### config.mk
export PLATFORM = sky130hd
export DESIGN_NAME = uart_rx_fifo_writer
export DESIGN_NICKNAME = d
export VERILOG_FILES = /design/src/rtl/uart_rx_fifo_writer.sv
export SDC_FILE = /design/constraint.sdc
export NUM_CORES = 1
export LEC_CHECK = 0
export ABC_AREA = 1
export BUFFER_PORTS_ARGS = -buffer_cell sky130_fd_sc_hd__buf_2
export CORE_MARGIN = 4
export CORE_UTILIZATION = 50
export DETAILED_ROUTE_END_ITERATION = 10
export PLACE_DENSITY = 0.8
export SYNTH_ARGS = -nofsm -noshare
export SYNTH_HDL_FRONTEND = slang
export SYNTH_SLANG_ARGS = --single-unit
export TNS_END_PERCENT = 1
### constraint.sdc
create_clock -name clk -period 2.9 [get_ports clk]
set_input_delay 0.29 -clock clk [delete_from_list [all_inputs] [get_ports clk]]
set_output_delay 0.29 -clock clk [all_outputs]
set_load 0.02 [all_outputs]
### src/rtl/uart_rx_fifo_writer.sv
// 8N1 serial receiver feeding a byte FIFO write port.
// Oversamples rx through a two-flop synchronizer, deserializes LSB first, and
// issues a one-cycle write strobe per good frame. A frame that arrives while the
// FIFO is full is reported with overrun. A frame with a low stop bit is reported
// with frame_err.
module uart_rx_fifo_writer #(
    parameter int unsigned CLKS_PER_BIT = 16,
    parameter int unsigned WIDTH        = 8
) (
    input  logic             clk,
    input  logic             reset,
    input  logic             rx,
    input  logic             full,
    output logic             wr,
    output logic [WIDTH-1:0] data_out,
    output logic             overrun,
    output logic             frame_err,
    output logic             busy
);
    localparam int unsigned CNT_W = (CLKS_PER_BIT > 2) ? $clog2(CLKS_PER_BIT) : 1;
    localparam int unsigned IDX_W = (WIDTH > 1) ? $clog2(WIDTH) : 1;

    localparam logic [CNT_W-1:0] HALF_LAST = CNT_W'(CLKS_PER_BIT / 2 - 1);
    localparam logic [CNT_W-1:0] BIT_LAST  = CNT_W'(CLKS_PER_BIT - 1);
    localparam logic [IDX_W-1:0] IDX_LAST  = IDX_W'(WIDTH - 1);

    localparam logic [2:0] S_IDLE  = 3'd0;
    localparam logic [2:0] S_START = 3'd1;
    localparam logic [2:0] S_DATA  = 3'd2;
    localparam logic [2:0] S_STOP  = 3'd3;
    localparam logic [2:0] S_BREAK = 3'd4;

    logic             r_sync1;
    logic             r_sync2;
    logic [2:0]       r_state;
    logic [2:0]       w_state_next;
    logic [CNT_W-1:0] r_cnt;
    logic [CNT_W-1:0] w_cnt_next;
    logic [IDX_W-1:0] r_idx;
    logic [IDX_W-1:0] w_idx_next;
    logic [WIDTH-1:0] r_shift;
    logic [WIDTH-1:0] w_shift_next;
    logic [WIDTH-1:0] r_data;
    logic [WIDTH-1:0] w_data_next;
    logic             r_wr;
    logic             w_wr_next;
    logic             r_overrun;
    logic             w_overrun_next;
    logic             r_frame_err;
    logic             w_frame_err_next;
    logic             r_busy;

    // Two-flop synchronizer; presets to idle-high so reset never fakes a start edge.
    always_ff @(posedge clk) begin
        if (reset) begin
            r_sync1 <= 1'b1;
            r_sync2 <= 1'b1;
        end else begin
            r_sync1 <= rx;
            r_sync2 <= r_sync1;
        end
    end

    // Next-state, sample and output-pulse decode for the receive state machine.
    always_comb begin
        w_state_next     = r_state;
        w_cnt_next       = r_cnt;
        w_idx_next       = r_idx;
        w_shift_next     = r_shift;
        w_data_next      = r_data;
        w_wr_next        = 1'b0;
        w_overrun_next   = 1'b0;
        w_frame_err_next = 1'b0;
        case (r_state)
            S_IDLE: begin
                if (!r_sync2) begin
                    w_state_next = S_START;
                    w_cnt_next   = '0;
                end
            end
            S_START: begin
                if (r_cnt == HALF_LAST) begin
                    w_cnt_next   = '0;
                    w_idx_next   = '0;
                    // A line that is high again at mid-start was a glitch.
                    w_state_next = r_sync2 ? S_IDLE : S_DATA;
                end else begin
                    w_cnt_next = r_cnt + 1'b1;
                end
            end
            S_DATA: begin
                if (r_cnt == BIT_LAST) begin
                    w_cnt_next          = '0;
                    w_shift_next[r_idx] = r_sync2;
                    if (r_idx == IDX_LAST) begin
                        w_idx_next   = '0;
                        w_state_next = S_STOP;
                    end else begin
                        w_idx_next = r_idx + 1'b1;
                    end
                end else begin
                    w_cnt_next = r_cnt + 1'b1;
                end
            end
            S_STOP: begin
                if (r_cnt == BIT_LAST) begin
                    w_cnt_next = '0;
                    if (r_sync2) begin
                        w_state_next = S_IDLE;
                        // full only matters in this one cycle.
                        if (full) begin
                            w_overrun_next = 1'b1;
                        end else begin
                            w_wr_next   = 1'b1;
                            w_data_next = r_shift;
                        end
                    end else begin
                        w_frame_err_next = 1'b1;
                        w_state_next     = S_BREAK;
                    end
                end else begin
                    w_cnt_next = r_cnt + 1'b1;
                end
            end
            S_BREAK: begin
                // Wait out a held-low line so it reports only one frame_err.
                if (r_sync2) begin
                    w_state_next = S_IDLE;
                end
            end
            default: begin
                w_state_next = S_IDLE;
                w_cnt_next   = '0;
                w_idx_next   = '0;
            end
        endcase
    end

    // State and registered outputs.
    always_ff @(posedge clk) begin
        if (reset) begin
            r_state     <= S_IDLE;
            r_cnt       <= '0;
            r_idx       <= '0;
            r_shift     <= '0;
            r_data      <= '0;
            r_wr        <= 1'b0;
            r_overrun   <= 1'b0;
            r_frame_err <= 1'b0;
            r_busy      <= 1'b0;
        end else begin
            r_state     <= w_state_next;
            r_cnt       <= w_cnt_next;
            r_idx       <= w_idx_next;
            r_shift     <= w_shift_next;
            r_data      <= w_data_next;
            r_wr        <= w_wr_next;
            r_overrun   <= w_overrun_next;
            r_frame_err <= w_frame_err_next;
            r_busy      <= (w_state_next != S_IDLE);
        end
    end

    assign wr        = r_wr;
    assign data_out  = r_data;
    assign overrun   = r_overrun;
    assign frame_err = r_frame_err;
    assign busy      = r_busy;

endmodule

## Yosys cells after proc, flatten, opt, wreduce, memory -nomap -nowiden

Cells that the tools add are included.

| cells by class | value |
|---|---|
| add/sub/neg operators | 2 |
| multiply operators | 0 |
| div/mod/pow operators | 0 |
| order comparisons | 2 |
| eq/ne operators | 10 |
| shift operators | 0 |
| mux-type cells | 23 |
| bitwise logic cells | 6 |
| reduce and logical (&&, ||, !) cells | 11 |

Operator list:

| cell | count |
|---|---|
| $mux 3 | 10 |
| $pmux 4 s4 | 1 |
| $pmux 3 s5 | 1 |
| $mux 4 | 3 |
| $pmux 3 s3 | 1 |
| $bwmux 8 | 1 |
| $eq 3x2->1 const B | 2 |
| $eq 3x3->1 const B | 2 |
| $ne 2x2->1 const B | 3 |
| $not 1->1 | 6 |
| $reduce_or 3->1 | 2 |
| $add 4x1->4 const B | 1 |
| $eq 4x3->1 const B | 1 |
| $eq 4x4->1 const B | 1 |
| $lt 3x4->1 const B | 1 |
| $mux 1 | 4 |
| $reduce_and 2->1 | 2 |
| $reduce_and 4->1 | 1 |
| $reduce_or 4->1 | 1 |
| $add 3x1->3 const B | 1 |
| $demux 1 s3 | 1 |
| $eq 3x1->1 const B | 1 |
| $ge 3x1->1 const B | 1 |
| $logic_not 3->1 | 1 |
| other kinds (5) | 5 |

| word-level totals | value |
|---|---|
| register bits | 32 |
| latch bits | 0 |
| bits in writable memories | 0 |
| ROM bits | 0 |
| input port bits | 4 |
| output and inout port bits | 12 |
| logic and storage cells | 65 |
| memories | 0 |

## Logic depth before layout (Yosys ltp)

Gate-level depths: netlist of the first run.

| depth | value |
|---|---|
| word-level depth | 5 |
| mapped depth | 9 |
| gate-level depth less buffers | 9 |

## Least setup slack after synthesis of the first run

OpenSTA, ideal clock, no wires.

| path | value |
|---|---|
| path type | reg-to-reg |
| from | register r_cnt[0] |
| to | register r_data[6] (netlist: data_out[6]) |
| setup time | 0.119 ns |
| arrival time | 1.279 ns |
| required time | 2.781 ns |
| setup slack | 1.501 ns |
| stages on the path, launching flop included | 8 |
| period minus slack after synthesis | 1.399 ns |
| cell sequence | dfxtp_1 -> ha_1 -> nand2_2 -> nor2_2 -> nand3_2 -> buf_2 -> o21ai_1 -> a21oi_1 |

| on the way | value |
|---|---|
| cells in the longest elaborated chain, start to end | 2 |

RTL lines:

| item | line | text |
|---|---|---|
| from (decl) | 37 | `logic [CNT_W-1:0] r_cnt;` |
| from (signal assigned) | 153 | `r_cnt <= w_cnt_next;` |
| $eq 4x4->1 | 106 | `if (r_cnt == BIT_LAST) begin` |
| $reduce_and 4->1 (no line) | n/a |  |
| to (signal assigned) | 156 | `r_data <= w_data_next;` |
| to (decl) | 43 | `logic [WIDTH-1:0] r_data;` |

No other way between the ends.
A chain may end at the register's enable or synchronous reset.

## Worst setup path in the final report of the first run

| path | value |
|---|---|
| from | register r_cnt[0] |
| to | register r_data[5] (netlist: data_out[5]) |

The elaborated chain is that of the path after synthesis.

==> flow_metrics.py, run 1 <==
metrics = {
    "detailed_routing": {
        "vias": 1281,
        "drcViolationCount": 0,
        "avgRoutedWirePerCell_um": 10.5,
        "ant_nets": 0,
        "wl_um": 2660,
        "drtIter0Drc": 60,
        "routed_via_density": 5.06,
        "drt_pass1_iterations": 4,
    },
    "sta": {
        "worst_slew_pin_slew_ps": 514,
        "fin_crit_sh_pct": 56.1,
        "fin_worst_skew_ps": 6.92,
        "hold_viol": 0,
        "max_freq_mhz": 615,
        "period_minus_slack_ps": 1630,
        "rsz0062_at_grt": "no",
        "setup_viol": 0,
        "finalSetupTns_ps": 0,
        "slew_violations": 0,
        "slew_headroom_pct": 65.5,
    },
    "clock_network": {
        "cts.sinks": 32,
        "post_cts_buffers": 0,
        "ctsLongestPathBuffers": 2,
        "cts_resized": 0,
        "clk_latency_ps": 340,
        "cts_root_buffer": "clkbuf_4",
        "hold_buffers": 0,
        "htreeDepth": 2,
        "cts_buffers": 5,
        "cts_tree": "built",
        "clkTransAtPathRegs_ps": 100,
    },
    "finish": {
        "antenna_cells": 0,
        "n_fill_cell": 267,
        "multi_input_area_um2": 704,
        "register_area_um2": 641,
        "synthToLayoutAreaGrowth_pct": 10.6,
        "fin_nets": 228,
        "final_cells": 253,
        "drive_above_1_share_pct": 14.9,
    },
    "floorplanning": {
        "die_area_um2": 3870,
        "die_h_um": 62.2,
        "core_area_um2": 2780,
        "core.rowCount": 19,
        "initial_core_util_pct": 52.9,
        "ioPinCount": 16,
        "die_x_um": 62.2,
    },
    "power": {
        "clkPwrFrac_pct": 36.9,
        "switchingPower_uw": 234,
        "swShare_pct": 26.0,
        "power_leakage_nw": 0.753,
        "pwr-share-seq_pct": 52.0,
        "p_int_uw": 665,
        "combPwrFrac_pct": 11.1,
        "cellPowerDensity_nw_per_um2": 553,
        "peakVddDrop_v": 0.000542,
    },
    "outcome": {
        "status": "finished, final reports clean",
    },
    "job": {
        "maxCapViolations": 0,
    },
    "placed_design": {
        "port_buffers": 15,
        "place_congestion": 0.808,
        "dp.cells": 245,
        "hpwl_um": 1900,
    },
    "logic_synthesis": {
        "seq_area_frac_synth_pct": 43.6,
        "synth_edf_count": 0,
        "synth_cell_types": 26,
        "syn-num-nets": 211,
        "avgSynthCellArea_um2": 7.21,
        "ys_async_sr_fraction_pct": 0,
        "synth_flop_cell": "dfxtp_1",
        "synth-seq-cells": 32,
        "netlist_instances": 204,
        "yosysWarnings": 0,
        "netlist_area_um2": 1470,
    },
    "setup_path": {
        "critPathLaunchType": "flop",
        "worstPathArrival_ps": 1860,
        "cp_data_required_time_ps": 3130,
        "worst-path-max-fanout": 17,
        "path_class": "reg2reg",
        "end_kind": "flop",
    },
    "grt": {
        "antenna_found_initial": 0,
        "grt_overflow_total": 0,
        "grt_max_degree": 20,
        "grt_pass1_wl_um": 4850,
        "grt_usage_pct": 15.6,
        "grt_pass1_vias": 1143,
    },
    "min_path": {
        "min_path_type": "in2reg",
    },
}
power groups by stage:
stage,clock network (mW),registers (mW),logic (mW)
finish,0.332,0.468,0.0994
global placement,0,0.477,0.0986
floorplan,0,0.476,0.0790
detailed placement,0,0.478,0.0988
global route,0.371,0.470,0.115
CTS,0.342,0.468,0.0998
stage by stage:
stage / cell area, um2 / worst slack, ps / hold WS [ps] / util, % / total power [mW]
final: 1630 / 1270 / 128 / 58.4 / 0.899
after global routing: 1630 / 1090 / 110 / 58.4 / 0.956
after CTS: 1630 / 1260 / 113 / 58.4 / 0.909
after detailed placement: 1550 / 1280 / 397 / 55.7 / 0.576
after global placement: 1550 / 1350 / 393 / 55.7 / 0.576
after floorplan: 1470 / 1500 / 389 / - / 0.555
per-layer routing:
metal | vias to the layer above | wire (um) | GRT usage (%)
li1 | 688 | - | -
met2 | 27 | 1320 | 26.4
met4 | 0 | 30 | 5.69
met5 | - | 0 | 0
met1 | 563 | 1200 | 16.9
met3 | 3 | 113 | 7.03
registers in the layout, summed over array words and instances, names as in the netlist:
signal     count
frame_err      1
r_idx          3
r_sync2        1
wr             1
overrun        1
data_out       8
r_sync1        1
r_shift        8
busy           1
r_cnt          4
r_state        3
Yosys cell counts, types with 2 or more instances:
library cell	number	share of area, %
a21oi_1	20	6.8
clkbuf_1	2	0.51
dfxtp_1	32	44
ha_1	3	2.6
inv_1	22	5.6
nand2_1	46	12
nand3_1	16	5.4
nand4_1	5	2.1
nor2_1	30	7.7
nor2_2	2	0.85
nor3_1	3	1.0
o21ai_0	8	2.7
or2_2	2	0.85
cells by family after synthesis:
family / count (synthesis) / synth area share [%]
AOI/OAI and AO/OA: 29 / 9.87
adders and majority gates: 3 / 2.55
and+or+nand+nor: 110 / 34.9
DFF: 32 / 43.6
buffers and inverters: 29 / 8.51
xor gates and xnor gates: 1 / 0.596
critical path, cell delays in order, from the launching register on:
cell and delay [ps]:
dfxtp_1 380, ha_1 300, nand2_2 110, nor2_2 160, nand3_2 270, o21ai_0 240
a21oi_1 50
path summary, 6_finish.rpt:
| path | startpoint | endpoint | slack [ps] | cells past startpoint |
|---|---|---|---|---|
| min | rx | r_sync1$_SDFF_PP1_ | 130 | 2 |
| min reg2reg | r_sync1$_SDFF_PP1_ | r_sync2$_SDFF_PP1_ | 420 | 1 |
| max reg2reg | r_cnt[0]$_SDFFE_PP0P_ | data_out[5]$_SDFFE_PP0P_ | 1270 | 6 |
| max | r_cnt[0]$_SDFFE_PP0P_ | data_out[5]$_SDFFE_PP0P_ | 1270 | 6 |
area by class of cell:
cell class,count,area share [%]
clock buffers,6,2.54
clock inverters,2,2.16
inverters,24,5.54
multi-input cells,143,43.3
flip-flops and latches,32,39.4
well taps,31,2.39
repair buffers,15,4.62
cell usage in the layout, fill, tap and decap left out, types with 2 or more instances in the layout:
cell / synthesis / final
a21oi_1: 20 / 20
buf_2: 1 / 15
clkbuf_4: 0 / 5
dfxtp_1: 32 / 32
ha_1: 3 / 3
inv_1: 22 / 22
nand2_1: 46 / 46
nand3_1: 16 / 16
nand4_1: 5 / 5
nor2_1: 30 / 30
nor2_2: 2 / 2
nor3_1: 3 / 3
o21ai_0: 8 / 8
or2_2: 2 / 2
No activity file was read; power rests on OpenSTA's default activity.
==> inputs of run 2 (changes only) <==
==> constraint.sdc (replaced) <==
create_clock -name clk -period 1.5 [get_ports clk]
set_input_delay 0.15 -clock clk [delete_from_list [all_inputs] [get_ports clk]]
set_output_delay 0.15 -clock clk [all_outputs]
set_load 0.02 [all_outputs]
==> run 2 against run 1 <==
Maximum frequency grew 21%. Worst setup slack lost 1100 ps. Combinational power is 130% higher. Global-route usage is 0.92 points higher. Non-clock buffer count increased by 12. Sequential share of layout area is 2.0 points lower. Critical endpoint is now busy$_SDFF_PP0_. Largest cell class unchanged. Largest power group unchanged.
==> flow_metrics.py, run 2 (same netlist as run 1, synthesis figures left out) <==
metrics = {
    "placed_design": {
        "dp.cells": 256,
        "port_buffers": 15,
        "dp_slack_ps": 13.8,
        "hpwl_um": 2200,
        "place_congestion": 0.863,
    },
    "clock_network": {
        "cts_buffers": 5,
        "cts_tree": "built",
        "ctsLongestPathBuffers": 2,
        "cts.sinks": 32,
        "clkTransAtPathRegs_ps": 90,
        "clk_latency_ps": 330,
        "cts_root_buffer": "clkbuf_4",
        "htreeDepth": 2,
    },
    "setup_path": {
        "end_kind": "flop",
        "worst-path-max-fanout": 4,
        "critPathMaxStageDelay_ps": 390,
        "path_class": "reg2reg",
        "cpMostUsedCell": "nand2_1",
        "worstPathArrival_ps": 1610,
        "cp_data_required_time_ps": 1770,
        "r2r_setup_slack_ps": 160,
        "crit_chain": "ha_4 > nand2_2 > nor2_4 > buf_4 > nand2_1 > nand2_1 > nand2_1 > nand2_1 > nand2_1 > nand2_1",
        "critPathLaunchType": "flop",
        "slowest_stage": "dfxtp_1",
    },
    "finish": {
        "synthToLayoutAreaGrowth_pct": 16.6,
        "mostFrequentLayoutCells": "46 x nand2_1, 31 x dfxtp_1, 30 x nor2_1",
        "final_cells": 264,
        "layout_commonest_cell": "nand2_1",
        "fin_nets": 240,
        "final_util_pct": 61.6,
        "antenna_cells": 0,
        "drive_above_1_share_pct": 19.3,
    },
    "detailed_routing": {
        "avgRoutedWirePerCell_um": 10.9,
        "ant_nets": 0,
        "wl_um": 2880,
        "routed_via_density": 5.03,
        "drtIter0Drc": 32,
        "vias": 1329,
        "drt_pass1_iterations": 4,
        "drcViolationCount": 0,
    },
    "power": {
        "peakVddDrop_v": 0.000672,
        "power_mw": 1.57,
        "power_leakage_nw": 0.795,
        "cellPowerDensity_nw_per_um2": 914,
    },
    "sta": {
        "worst_slew_pin_slew_ps": 284,
        "slew_violations": 0,
        "rsz0062_at_grt": "no",
        "setup_viol": 0,
        "hold_viol": 0,
        "slew_headroom_pct": 81.0,
        "finalSetupTns_ps": 0,
        "fin_crit_sh_pct": 89.3,
        "period_minus_slack_ps": 1340,
        "fin_worst_skew_ps": 6.26,
        "setup_ws_ps": 160,
        "max_freq_mhz": 746,
    },
    "floorplanning": {
        "die_h_um": 62.2,
        "core_area_um2": 2780,
        "ioPinCount": 16,
        "initial_core_util_pct": 52.9,
        "core.rowCount": 19,
        "die_area_um2": 3870,
        "die_x_um": 62.2,
    },
    "grt": {
        "grt_pass1_vias": 1284,
        "grt_usage_pct": 16.5,
        "grt_overflow_total": 0,
        "grt_max_degree": 17,
        "antenna_found_initial": 0,
        "grt_pass1_wl_um": 5310,
    },
    "outcome": {
        "status": "finished, final reports clean",
    },
    "min_path": {
        "min_path_type": "in2reg",
    },
    "job": {
        "maxCapViolations": 0,
    },
}
run 2: changes by cell type in the layout (fill, tap and decap cells not counted), sizes merged:
| cell | change |
|---|---|
| buf | +11 |
| dlygate4sd3 | +1 |
| bufinv | -1 |
run 2: path summary, 6_finish.rpt:
path	from	endpoint	cells past startpoint
worst min-delay path	full	overrun$_SDFF_PP0_	3
worst max register to register	r_cnt[1]$_SDFFE_PP0P_	busy$_SDFF_PP0_	10
worst min register to register	r_sync1$_SDFF_PP1_	r_sync2$_SDFF_PP1_	1
worst max-delay path	r_cnt[1]$_SDFFE_PP0P_	busy$_SDFF_PP0_	10
run 2: area by class of cell:
| cell class | instances | area [um2] |
|---|---|---|
| fillers | 268 | 1070 |
| multi-input cells | 143 | 729 |
| flip-flops and latches | 32 | 642 |
| repair buffers | 27 | 168 |
| inverters | 24 | 90.1 |
| clock buffers | 6 | 41.3 |
| well taps | 31 | 38.8 |
| clock inverters | 1 | 5.00 |
run 2: per-layer routing:
| layer | global-route usage (%) | part of all wire, % | vias up |
|---|---|---|---|
| met1 | 18.9 | 45 | 582 |
| met4 | 8.40 | 3.1 | 0 |
| met2 | 28.0 | 48 | 30 |
| met5 | 0 | 0 | - |
| li1 | - | - | 708 |
| met3 | 4.32 | 4.4 | 9 |
run 2: repair_timing:
action,CTS,global route
hold endpoints to repair,1,0
hold buffers,1,0
buffers inserted,0,0
endpoints found under the setup margin,1,11
gates resized for setup,1,6
run 2: report_power, final:
group / switching (mW) / leakage, nW / internal [mW]
logic: 0.147 / 0.507 / 0.0808
registers: 0.0219 / 0.260 / 0.876
clock network: 0.268 / 0.0281 / 0.172
run 2: worst max-delay path, delay by kind of cell, from the launching register on:
kind                       cells  cell delay (ps)
adders and majority gates      1              180
buffers and inverters          1              120
DFF                            1              390
and+or+nand+nor                8              590
run 2: stage by stage:
stage	hold slack, ps	instance area, um2
4_1_cts	56.5	1690
6_report	61.4	1710
2_1_floorplan	254	1470
5_1_grt	49.5	1710
3_5_place_dp	335	1630
3_3_place_gp	332	1630
==> inputs of run 3 (changes only) <==
--- a/config.mk
+++ b/config.mk
@@ -8,9 +8,9 @@
 export ABC_AREA = 1
 export BUFFER_PORTS_ARGS = -buffer_cell sky130_fd_sc_hd__buf_2
 export CORE_MARGIN = 4
-export CORE_UTILIZATION = 50
+export CORE_UTILIZATION = 41
 export DETAILED_ROUTE_END_ITERATION = 10
-export PLACE_DENSITY = 0.8
+export PLACE_DENSITY = 0.69
 export SYNTH_ARGS = -nofsm -noshare
 export SYNTH_HDL_FRONTEND = slang
 export SYNTH_SLANG_ARGS = --single-unit
==> run 3 against run 2 <==
Die area grew 19%. Critical path type unchanged. Critical endpoint unchanged. Register-to-register slack worse by 40 ps. Largest cell class unchanged. Hold slack improved by 9.6 ps.
==> flow_metrics.py, run 3 (same netlist as run 1, synthesis figures left out) <==
metrics = {
    "outcome": {
        "status": "finished, final reports clean",
    },
    "clock_network": {
        "clkTransAtPathRegs_ps": 100,
        "cts_root_buffer": "clkbuf_4",
        "post_cts_buffers": 0,
        "cts_buffers": 5,
        "cts.sinks": 32,
        "clk_latency_ps": 330,
        "cts_tree": "built",
        "ctsLongestPathBuffers": 2,
        "htreeDepth": 2,
    },
    "detailed_routing": {
        "drtIter0Drc": 80,
        "vias": 1316,
        "drcViolationCount": 0,
        "drt_pass1_iterations": 4,
        "ant_nets": 0,
        "avgRoutedWirePerCell_um": 10.4,
        "wl_um": 2890,
        "routed_via_density": 4.73,
    },
    "power": {
        "combPwrFrac_pct": 12.0,
        "clkPwrFrac_pct": 39.4,
        "p_int_mw": 1.40,
        "power_leakage_nw": 0.814,
        "cellPowerDensity_nw_per_um2": 1050,
        "switchingPower_uw": 451,
        "power_mw": 1.85,
        "swShare_pct": 24.4,
        "peakVddDrop_v": 0.000458,
        "pwr-share-seq_pct": 48.6,
    },
    "floorplanning": {
        "ioPinCount": 16,
        "die_area_um2": 4610,
        "core_area_um2": 3390,
        "core.rowCount": 21,
        "initial_core_util_pct": 43.4,
        "die_x_um": 67.9,
        "die_h_um": 67.9,
    },
    "placed_design": {
        "place_congestion": 0.820,
        "hpwl_um": 2120,
        "port_buffers": 15,
    },
    "sta": {
        "setup_viol": 0,
        "hold_viol": 0,
        "max_freq_mhz": 726,
        "period_minus_slack_ps": 1380,
        "fin_worst_skew_ps": 6.16,
        "fin_crit_sh_pct": 91.8,
        "worst_slew_pin_slew_ps": 257,
        "slew_headroom_pct": 82.8,
        "slew_violations": 0,
    },
    "grt": {
        "use_met1_pct": 17.0,
        "grt_overflow_total": 0,
        "antenna_found_initial": 0,
        "grt_pass1_wl_um": 5040,
        "top_usage_layer": "met2",
        "use_met3_pct": 4.93,
        "grt_max_degree": 20,
        "grtUsageMet2_pct": 24.5,
        "grt_pass1_vias": 1177,
        "grt_usage_pct": 14.6,
    },
    "setup_path": {
        "reg2regPathDepth": 10,
        "end_kind": "flop",
        "path_class": "reg2reg",
        "worst-path-max-fanout": 4,
        "reg2reg_to": "busy$_SDFF_PP0_",
        "critPathLaunchType": "flop",
        "r2r_start": "r_cnt[1]$_SDFFE_PP0P_",
        "r2r_setup_slack_ps": 120,
        "worstPathArrival_ps": 1660,
        "cp_data_required_time_ps": 1780,
    },
    "finish": {
        "fin_nets": 238,
        "drive_above_1_share_pct": 19.4,
        "layout_commonest_cell": "nand2_1",
        "antenna_cells": 0,
        "register_area_um2": 642,
        "mostFrequentLayoutCells": "46 x nand2_1, 31 x dfxtp_1, 30 x nor2_1",
        "synthToLayoutAreaGrowth_pct": 20.2,
        "final_util_pct": 52.1,
        "n_fill_cell": 334,
        "multi_input_area_um2": 717,
    },
    "min_path": {
        "min_path_cells": 3,
        "min_path_type": "in2reg",
        "min_to": "overrun$_SDFF_PP0_",
        "worstHoldStart": "full",
    },
    "job": {
        "maxCapViolations": 0,
    },
}
-- run 3: cell types whose count changed in the layout (fill, tap and decap cells not counted), sizes merged --
cell and change:
buf -2, bufinv +1, clkbuf +1, clkinv -1
-- run 3: power groups by stage --
stage	Sequential [mW]	Clock, mW	Combinational, mW
finish	0.899	0.729	0.221
global route	0.903	0.790	0.260
CTS	0.895	0.749	0.221
detailed placement	0.915	0	0.219
global placement	0.914	0	0.216
floorplan	0.920	0	0.153
-- run 3: timing repair --
item / in CTS / in global routing
gates resized for setup: 0 / 3
endpoints found under the setup margin: 0 / 14
hold endpoints to repair: 1 / 0
hold buffers: 1 / 0
-- run 3: area by class of cell --
| type | instances | share of cell area, % |
|---|---|---|
| multi-input cells | 143 | 40.6 |
| well taps | 46 | 3.26 |
| inverters | 24 | 5.10 |
| repair buffers | 25 | 9.35 |
| clock inverters | 1 | 1.70 |
| clock buffers | 7 | 3.68 |
| flip-flops and latches | 32 | 36.3 |
-- run 3: worst max-delay path, cell delays in order, from the launching register on --
cell and delay (ps):
dfxtp_1 400, ha_4 190, nand2_2 80, nor2_2 130
buf_4 130, nand2_1 80, nand2_1 90, nand2_1 70
nand2_1 60, nand2_1 40, nand2_1 60
-- run 3: worst max path at each step --
| stage | to | cells past startpoint | slack (ps) | startpoint |
|---|---|---|---|---|
| finish | busy$_SDFF_PP0_ | 10 | 120 | r_cnt[1]$_SDFFE_PP0P_ |
| global route | data_out[0]$_SDFFE_PP0P_ | 7 | -10 | r_cnt[1]$_SDFFE_PP0P_ |
| CTS | busy$_SDFF_PP0_ | 10 | 20 | r_cnt[0]$_SDFFE_PP0P_ |
| detailed placement | busy$_SDFF_PP0_ | 10 | 50 | r_cnt[0]$_SDFFE_PP0P_ |
| global placement | busy$_SDFF_PP0_ | 10 | 70 | r_cnt[0]$_SDFFE_PP0P_ |
| floorplan | data_out[6]$_SDFFE_PP0P_ | 7 | 100 | r_cnt[0]$_SDFFE_PP0P_ |
-- run 3: layer usage --
metal  vias to the layer above  wire length [um]
met5                         -                 0
met4                         0                57
met3                         6               211
met2                        36              1350
met1                       568              1270
li1                        706                 -
-- run 3: through the flow --
| stage | setup TNS, ps | instances | setup WS [ps] | hold WS [ps] | area (um2) |
|---|---|---|---|---|---|
| 2_1_floorplan | 0 | 204 | 101 | 254 | 1470 |
| 3_3_place_gp | 0 | 269 | 71.9 | 334 | 1650 |
| 3_5_place_dp | 0 | 269 | 47.4 | 338 | 1650 |
| 4_1_cts | 0 | 278 | 20.2 | 58.4 | 1750 |
| 5_1_grt | -33.6 | 278 | -13.2 | 85.7 | 1770 |
| 6_report | 0 | 278 | 123 | 71.0 | 1770 |
